[src/rtl/rvfi_pc_chain_check.sv]
// PC-chain checker: follows retirement K and its successor K+1 across NRET
// RVFI channels and reports continuity, duplicate, order, alignment, timeout.
// Ports: clk, reset (sync, active-high), enable, check_order, rvfi_valid,
//   rvfi_order, rvfi_pre_pc, rvfi_post_pc, rvfi_post_trap -> check_busy,
//   check_done, check_fail, fail_code, first_trap.
// Optional: define RISCV_FORMAL_PC_CHAIN_ASSERT_EN for assert/cover emission.
module rvfi_pc_chain_check #(
  parameter int NRET    = 1,
  parameter int XLEN    = 32,
  parameter int ORDER_W = 64,
  parameter int MAX_GAP = 16,
  parameter int IALIGN  = 32
) (
  input  logic                    clk,
  input  logic                    reset,
  input  logic                    enable,
  input  logic [ORDER_W-1:0]      check_order,
  input  logic [NRET-1:0]         rvfi_valid,
  input  logic [NRET*ORDER_W-1:0] rvfi_order,
  input  logic [NRET*XLEN-1:0]    rvfi_pre_pc,
  input  logic [NRET*XLEN-1:0]    rvfi_post_pc,
  input  logic [NRET-1:0]         rvfi_post_trap,
  output logic                    check_busy,
  output logic                    check_done,
  output logic                    check_fail,
  output logic [2:0]              fail_code,
  output logic                    first_trap
);

  localparam int GW = (MAX_GAP > 0) ? $clog2(MAX_GAP + 1) : 1;
  localparam logic [GW-1:0] GAP_LIM = GW'(MAX_GAP);

  typedef enum logic [2:0] {
    S_IDLE, S_FIRST, S_NEXT, S_PASS, S_FAIL
  } state_t;

  state_t             state;
  logic [ORDER_W-1:0] k;
  logic [ORDER_W-1:0] k1;
  logic [XLEN-1:0]    pc_q;
  logic [GW-1:0]      gap;
  logic [GW-1:0]      gap_inc;
  logic               gap_hit;

  logic [NRET-1:0] hit_k;
  logic [NRET-1:0] hit_k1;
  logic            k_any, k_multi;
  logic            k1_any, k1_multi;
  int              idx_k, idx_k1;
  logic [XLEN-1:0] pc_k, pc_k1, ref_pc;
  logic            trap_k, mis;
  logic            fin;
  logic [2:0]      code;

  assign k1 = k + ORDER_W'(1);

  // Saturating increment; the counter never wraps back to zero.
  assign gap_inc = (gap == '1) ? gap : gap + GW'(1);
  assign gap_hit = (MAX_GAP > 0) && (gap_inc == GAP_LIM);

  always_comb begin
    hit_k    = '0;
    hit_k1   = '0;
    k_any    = 1'b0;
    k_multi  = 1'b0;
    k1_any   = 1'b0;
    k1_multi = 1'b0;
    idx_k    = 0;
    idx_k1   = 0;
    for (int i = 0; i < NRET; i++) begin
      hit_k[i]  = enable && rvfi_valid[i] &&
                  (rvfi_order[i*ORDER_W +: ORDER_W] == k);
      hit_k1[i] = enable && rvfi_valid[i] &&
                  (rvfi_order[i*ORDER_W +: ORDER_W] == k1);
      if (hit_k[i]) begin
        if (k_any) k_multi = 1'b1;
        else       idx_k = i;
        k_any = 1'b1;
      end
      if (hit_k1[i]) begin
        if (k1_any) k1_multi = 1'b1;
        else        idx_k1 = i;
        k1_any = 1'b1;
      end
    end
  end

  assign pc_k   = rvfi_post_pc[idx_k*XLEN +: XLEN];
  assign pc_k1  = rvfi_pre_pc[idx_k1*XLEN +: XLEN];
  assign trap_k = rvfi_post_trap[idx_k];
  assign mis    = (IALIGN == 16) ? pc_k1[0] : |pc_k1[1:0];
  // Same-cycle pairs chain directly off K's post_pc.
  assign ref_pc = (state == S_FIRST) ? pc_k : pc_q;

  // Decision for this cycle; priority 3 > 4 > 1 > 5 > 2.
  always_comb begin
    fin  = 1'b0;
    code = 3'd0;
    unique case (state)
      S_FIRST: begin
        if (k_multi || k1_multi) begin
          fin  = 1'b1;
          code = 3'd3;
        end else if (k1_any && (!k_any || idx_k1 < idx_k)) begin
          fin  = 1'b1;
          code = 3'd4;
        end else if (k_any && k1_any) begin
          fin = 1'b1;
          if (pc_k1 != ref_pc) code = 3'd1;
          else if (mis)        code = 3'd5;
        end
      end
      S_NEXT: begin
        if (k_any || k1_multi) begin
          fin  = 1'b1;
          code = 3'd3;
        end else if (k1_any) begin
          fin = 1'b1;
          if (pc_k1 != ref_pc) code = 3'd1;
          else if (mis)        code = 3'd5;
        end else if (gap_hit) begin
          fin  = 1'b1;
          code = 3'd2;
        end
      end
      default: ;
    endcase
  end

  always_ff @(posedge clk) begin
    if (reset) begin
      state      <= S_IDLE;
      k          <= '0;
      pc_q       <= '0;
      gap        <= '0;
      check_busy <= 1'b0;
      check_done <= 1'b0;
      check_fail <= 1'b0;
      fail_code  <= 3'd0;
      first_trap <= 1'b0;
    end else begin
      unique case (state)
        S_IDLE: begin
          k          <= check_order;
          state      <= S_FIRST;
          check_busy <= 1'b1;
        end
        S_FIRST, S_NEXT: begin
          if (state == S_FIRST && k_any && !k_multi)
            first_trap <= trap_k;
          if (fin) begin
            state      <= (code != 3'd0) ? S_FAIL : S_PASS;
            check_busy <= 1'b0;
            check_done <= 1'b1;
            check_fail <= (code != 3'd0);
            fail_code  <= code;
          end else if (state == S_FIRST) begin
            if (k_any) begin
              pc_q  <= pc_k;
              gap   <= '0;
              state <= S_NEXT;
            end
          end else begin
            gap <= gap_inc;
          end
        end
        default: ;
      endcase
    end
  end

`ifdef RISCV_FORMAL_PC_CHAIN_ASSERT_EN
  logic fail_q;

  always_ff @(posedge clk) begin
    fail_q <= check_fail;
    if (!reset) begin
      assert (!check_fail);
      if (check_fail && !fail_q)
        cover (check_done && !check_fail);
    end
  end
`endif

endmodule

[config.mk]
export PLATFORM = sky130hd
export DESIGN_NAME = rvfi_pc_chain_check
export DESIGN_NICKNAME = d
export VERILOG_FILES = /design/src/rtl/rvfi_pc_chain_check.sv
export SDC_FILE = /design/constraint.sdc
export NUM_CORES = 1
export LEC_CHECK = 0
export BUFFER_PORTS_ARGS = -buffer_cell sky130_fd_sc_hd__buf_2
export CORE_UTILIZATION = 50
export CTS_CLUSTER_DIAMETER = 100
export DETAILED_ROUTE_END_ITERATION = 12
export PLACE_DENSITY = 0.85
export SLEW_MARGIN = 20
export SYNTH_ARGS = -nofsm -noshare
export SYNTH_HDL_FRONTEND = slang
export SYNTH_SLANG_ARGS = --single-unit
[constraint.sdc]
create_clock -name clk -period 3.82 [get_ports clk]
set_clock_uncertainty 0.2 [all_clocks]
set_input_delay 0.382 -clock clk [delete_from_list [all_inputs] [get_ports clk]]
set_output_delay 0.382 -clock clk [all_outputs]
set_load 0.02 [all_outputs]
-- Yosys cells after proc, flatten, opt, wreduce, memory -nomap -nowiden
Index checks and enable logic that the tools add are counted.
- bits in registers: 111
- input bits: 197
- output and inout bits: 7
- word-level logic and storage cells: 68
- add/sub/neg operators: 2
- eq/ne operators: 11
- mux-type cells: 27
- bitwise logic cells: 1
- reductions and logical operators: 18
- operator list (kind ; number):
    $eq 64x64->1 ; 2
    $add 64x1->64 const B ; 1
    $mux 32 ; 1
    $ne 32x32->1 ; 1
    $mux 3 ; 10
    $mux 5 ; 3
    $pmux 3 s2 ; 2
    $eq 5x5->1 const B ; 2
    $mux 1 ; 8
    $logic_and 1x1->1 ; 6
    $ne 3x3->1 const B ; 2
    $reduce_and 2->1 ; 3
    $reduce_and 3->1 ; 2
    $add 5x1->5 const B ; 1
    $ne 2x2->1 const B ; 2
    $pmux 1 s2 ; 2
    $reduce_and 4->1 ; 1
    $reduce_or 2->1 ; 2
    $eq 3x1->1 const B ; 1
    $eq 3x2->1 const B ; 1
    $logic_not 3->1 ; 1
    $reduce_bool 3->1 ; 1
    $mux 2 ; 1
    $reduce_bool 2->1 ; 1
    other kinds (2) ; 2

-- Longest topological paths before layout
- depth after elaboration: 12
- gate-level depth with buffers: 14
- depth with buffers taken out: 11

-- Worst setup path before layout
No wires, ideal clock.
- path kind: register to register
- from: register k[0]
- to: register state[1]
- library setup time: 0.125 ns
- arrival time: 3.260 ns
- required time: 3.495 ns
- slack: 0.235 ns
- cell stages (with the launch flop): 13
- buffers on the path: 1
- period minus slack after synthesis: 3.585 ns
- cell sequence: dfxtp_1 > ha_1 > and3_1 > and4_1 > buf_2 > nand3_1 > xnor2_1 > or4_1 > or4_4 > nor4_4 > a21oi_2 > o21bai_4 > o41a_1
- cells in the longest elaborated chain, start to end: 12
- elaborated cells between the ends (all ways): 27
- those cells by class: add/sub (1); eq/ne (4); mux (15); reduce/logical (7)
- RTL lines (item ; line ; RTL):
    from (decl) ; 38 ; logic [ORDER_W-1:0] k;
    from (signal assigned) ; 144 ; k <= check_order;
    $add 64x1->64 ; 55 ; assign k1 = k + ORDER_W'(1);
    $eq 64x64->1 ; 74 ; (rvfi_order[i*ORDER_W +: ORDER_W] == k1);
    $logic_and 1x1->1 ; 73 ; hit_k1[i] = enable && rvfi_valid[i] &&
    $mux 1 ; 80 ; if (hit_k1[i]) begin
    $logic_and 1x1->1 ; 107 ; end else if (k_any && k1_any) begin
    $mux 3 ; 107 ;
    $mux 3 ; 104 ; end else if (k1_any && (!k_any || idx_k1 < idx_k)) begin
    $pmux 3 s2 ; 99 ; unique case (state)
    $reduce_bool 3->1 ; 152 ; state <= (code != 3'd0) ? S_FAIL : S_PASS;
    $mux 3 ; 152 ;
    $mux 3 ; 151 ; if (fin) begin
    $pmux 3 s2 ; 142 ; unique case (state)
    to (signal assigned) ; 152 ;
    to (decl) ; 37 ; state_t state;
Parallel ways exist; a longest one is shown, timed or not.
A chain may end at the register's enable or synchronous reset.

-- Final worst setup path
- from: register k[3]
- to: register state[1]
Same word-level chain as after synthesis.

==> flow_summary.json <==
{
  "outcome": "complete, no violations",
  "clockBufferDepth": 2,
  "critical-path-top-delay-family": "simple AND/OR/NAND/NOR gates",
  "synth_adder_area_share": 0.00295,
  "num_vias": 9830,
  "synth_compound_area_frac": 0.136,
  "synth-warning-count": 0,
  "row_count": 47,
  "yosysSeqAreaShare": 0.262,
  "timing.fmax_ghz": 0.265,
  "critPathKind": "register to register",
  "start_kind": "register",
  "area_delta_synth_final_pct": 27.2,
  "ys_async_sr_fraction": 0,
  "path_buf_inv": 2,
  "slowest_delay_ns": 0.62,
  "syn_inst": 1146,
  "antenna_cells": 0,
  "report.final.slew_viol_count": 0,
  "period_share": 0.986,
  "die-height_um": 132,
  "timing.reg2reg.setup_slack_ns": 0.05,
  "routedWlPerCell_um": 19.6,
  "synth-edff-count": 0,
  "place_area_sq_um": 10400,
  "cts_buffers": 9,
  "slew_headroom": 0.410,
  "cp.arrival_ns": 3.82,
  "coreArea_sq_um": 16600,
  "period_minus_slack_ns": 3.77,
  "dieArea_sq_um": 17500,
  "numPortBuffers": 203,
  "wl_um": 32100,
  "grt_first_pass_wirelength_um": 49000,
  "worstPathMaxFanout": 6,
  "cts-htree-levels": 3,
  "rsz0062_at_grt": "yes",
  "maxCapViolations": 0,
  "max_slew.worst_pin.slew_ns": 0.885,
  "place_congestion": 1.04,
  "antenna_found_initial": 1,
  "viasPerCell": 6.02,
  "p_leak_nw": 4.43,
  "synth_top_family_by_area": "simple AND/OR/NAND/NOR gates",
  "clkLatencyLatePin_ns": 0.36,
  "hold_violations": 0,
  "synth_xor_area_frac": 0.124,
  "first_global_vias": 9238,
  "drt_iter0_markers": 755,
  "p_per_area_nw_per_um2": 267,
  "netlist_area_sq_um": 8480,
  "worst_ir_drop_vdd_mv": 0.254,
  "dr.pass1.iters": 6,
  "ys_top_cells_by_count": "192 x nand2_1, 111 x dfxtp_1, 95 x a21oi_1",
  "cts-root-buf": "clkbuf_16",
  "synth_area_leaders": "dfxtp_1 26%, nand2_1 8.5%, xnor2_1 7.9%, a21oi_1 5.6%, nand4_1 4.9%",
  "synth.mux.area_fraction": 0.0426,
  "antenna_left": 0,
  "crit_chain": "buf_6 -> and4_4 -> buf_4 -> a21oi_1 -> or4_4 -> nor4_4 -> nand4_1 -> or4_4 -> nor4_4 -> a21oi_2 -> o21bai_4 -> o41a_1",
  "fin_area_sq_um": 10800,
  "drive_above_1_share": 0.290,
  "die_w_um": 132,
  "cp.required_ns": 3.87,
  "fin_ws_ns": 0.0524,
  "cts_tree": "yes",
  "path_clk_slew_ns": 0.08,
  "finalNonFillerCells": 1632,
  "synth_cell_types": 77,
  "synth_seq_cells": 111,
  "dp.cells": 1614,
  "ios": 204,
  "synth.avg_cell_area_sq_um": 7.40,
  "drc": 0,
  "grt_use_total": 0.359,
  "cts_sinks": 111,
  "synthSimpleGateAreaFrac": 0.384,
  "netlist.area_leader.share": 0.262,
  "yosysTopAreaCell": "dfxtp_1",
  "synth_most_common_cell": "nand2_1",
  "setup_violations": 0,
  "dp_slack_ns": -0.00154,
  "initial_core_util": 0.512,
  "syn-num-nets": 1345,
  "worstHoldPathType": "input port to register",
  "end_kind": "register",
  "hold_ws_ns": 0.0457,
  "crit_slowest_cell": "or4_4",
  "synth_ff_type": "dfxtp_1",
  "grt_overflow": 0,
  "dp_hpwl_um": 25900,
  "grt_max_degree": 82,
  "nets": 1608
}
[state kept, by name, summed over array words and instances, names as in the netlist, 3 cells and up]
name	cells
k	64
pc_q	32
gap	5
fail_code	3
state	3
[timing repair]
| action | in CTS | in global routing |
|---|---|---|
| setup endpoints to repair | 1 | 14 |
| setup buffers | 0 | 4 |
| hold buffers | 0 | 0 |
| pin swaps | 0 | 9 |
| gates resized for setup | 1 | 41 |
[worst min-delay path, delay by kind of cell]
kind / cells / cell delay [ns]
buffers and inverters: 1 / 0.10
AOI/OAI and AO/OA: 1 / 0.05
and+or+nand+nor: 1 / 0.04
[routing by layer]
metal	vias to the layer above	part of all wire	GRT usage
li1	4646	-	-
met1	4594	0.40	0.444
met2	510	0.47	0.618
met3	78	0.087	0.0684
met4	2	0.036	0.135
met5	-	0.0012	0
[through the flow]
stage,power [mW],setup TNS (ns),util
after floorplan,1.62,0,-
after global placement,1.95,0,0.625
after detailed placement,1.95,-0.00154,0.625
after global routing,2.99,-0.417,0.651
after CTS,2.86,0,0.641
final,2.88,0,0.651
[where the power goes]
group | internal, mW | switching [mW]
Sequential | 1.20 | 0.0467
Combinational | 0.315 | 0.400
Clock | 0.446 | 0.471
Total | 1.96 | 0.918
[cells by family (layout without fill, tap and decap cells)]
kind of cell | count (synthesis) | count (layout)
compound gates | 186 | 186
xor+xnor | 118 | 118
fa+ha+maj | 2 | 2
buf+inv | 98 | 364
flops | 111 | 111
mux | 36 | 36
simple gates | 595 | 595
[final cells by class]
class	instances	area [sq um]
Tap cell	220	275
Inverter	23	86.3
Multi-Input combinational cell	937	5970
Timing Repair Buffer	327	1960
Clock buffer	9	225
Fill cell	1515	5790
Sequential cell	111	2240
Clock inverter	5	43.8
[placed cells by master, fill, tap and decap left out, types with 5 or more instances in the layout]
| cell type | netlist | layout |
|---|---|---|
| nand4_1 | 66 | 66 |
| and3_1 | 15 | 13 |
| a31oi_1 | 10 | 10 |
| or4_4 | 3 | 5 |
| clkbuf_16 | 0 | 9 |
| xnor2_1 | 77 | 76 |
| and4_1 | 17 | 14 |
| mux2i_1 | 35 | 34 |
| and2_1 | 11 | 11 |
| o211ai_1 | 7 | 7 |
| nor3b_1 | 24 | 23 |
| or2_2 | 7 | 7 |
| dfxtp_2 | 0 | 12 |
| o21ai_0 | 21 | 20 |
| nand2_1 | 192 | 192 |
| a21oi_1 | 95 | 95 |
| nor2_1 | 78 | 78 |
| nor4_4 | 5 | 6 |
| nor2b_1 | 10 | 10 |
| nor3_1 | 25 | 24 |
| or3_1 | 7 | 6 |
| inv_1 | 23 | 23 |
| dfxtp_1 | 111 | 99 |
| buf_2 | 17 | 202 |
| buf_4 | 6 | 123 |
| nor4_1 | 40 | 36 |
| xor2_1 | 40 | 40 |
| nand3_1 | 29 | 28 |
| nand3b_1 | 12 | 12 |
| o2111ai_1 | 5 | 5 |
| nand4b_1 | 8 | 8 |
| nand2b_1 | 16 | 16 |
[worst paths after layout]
kind,startpoint,to,depth (start not counted)
setup reg to reg,k[3],state[1],12
setup / recovery,k[3],state[1],12
hold reg to reg,first_trap,first_trap,2
hold / removal,check_order[43],k[43],3
No activity file was read; power rests on OpenSTA's default activity.
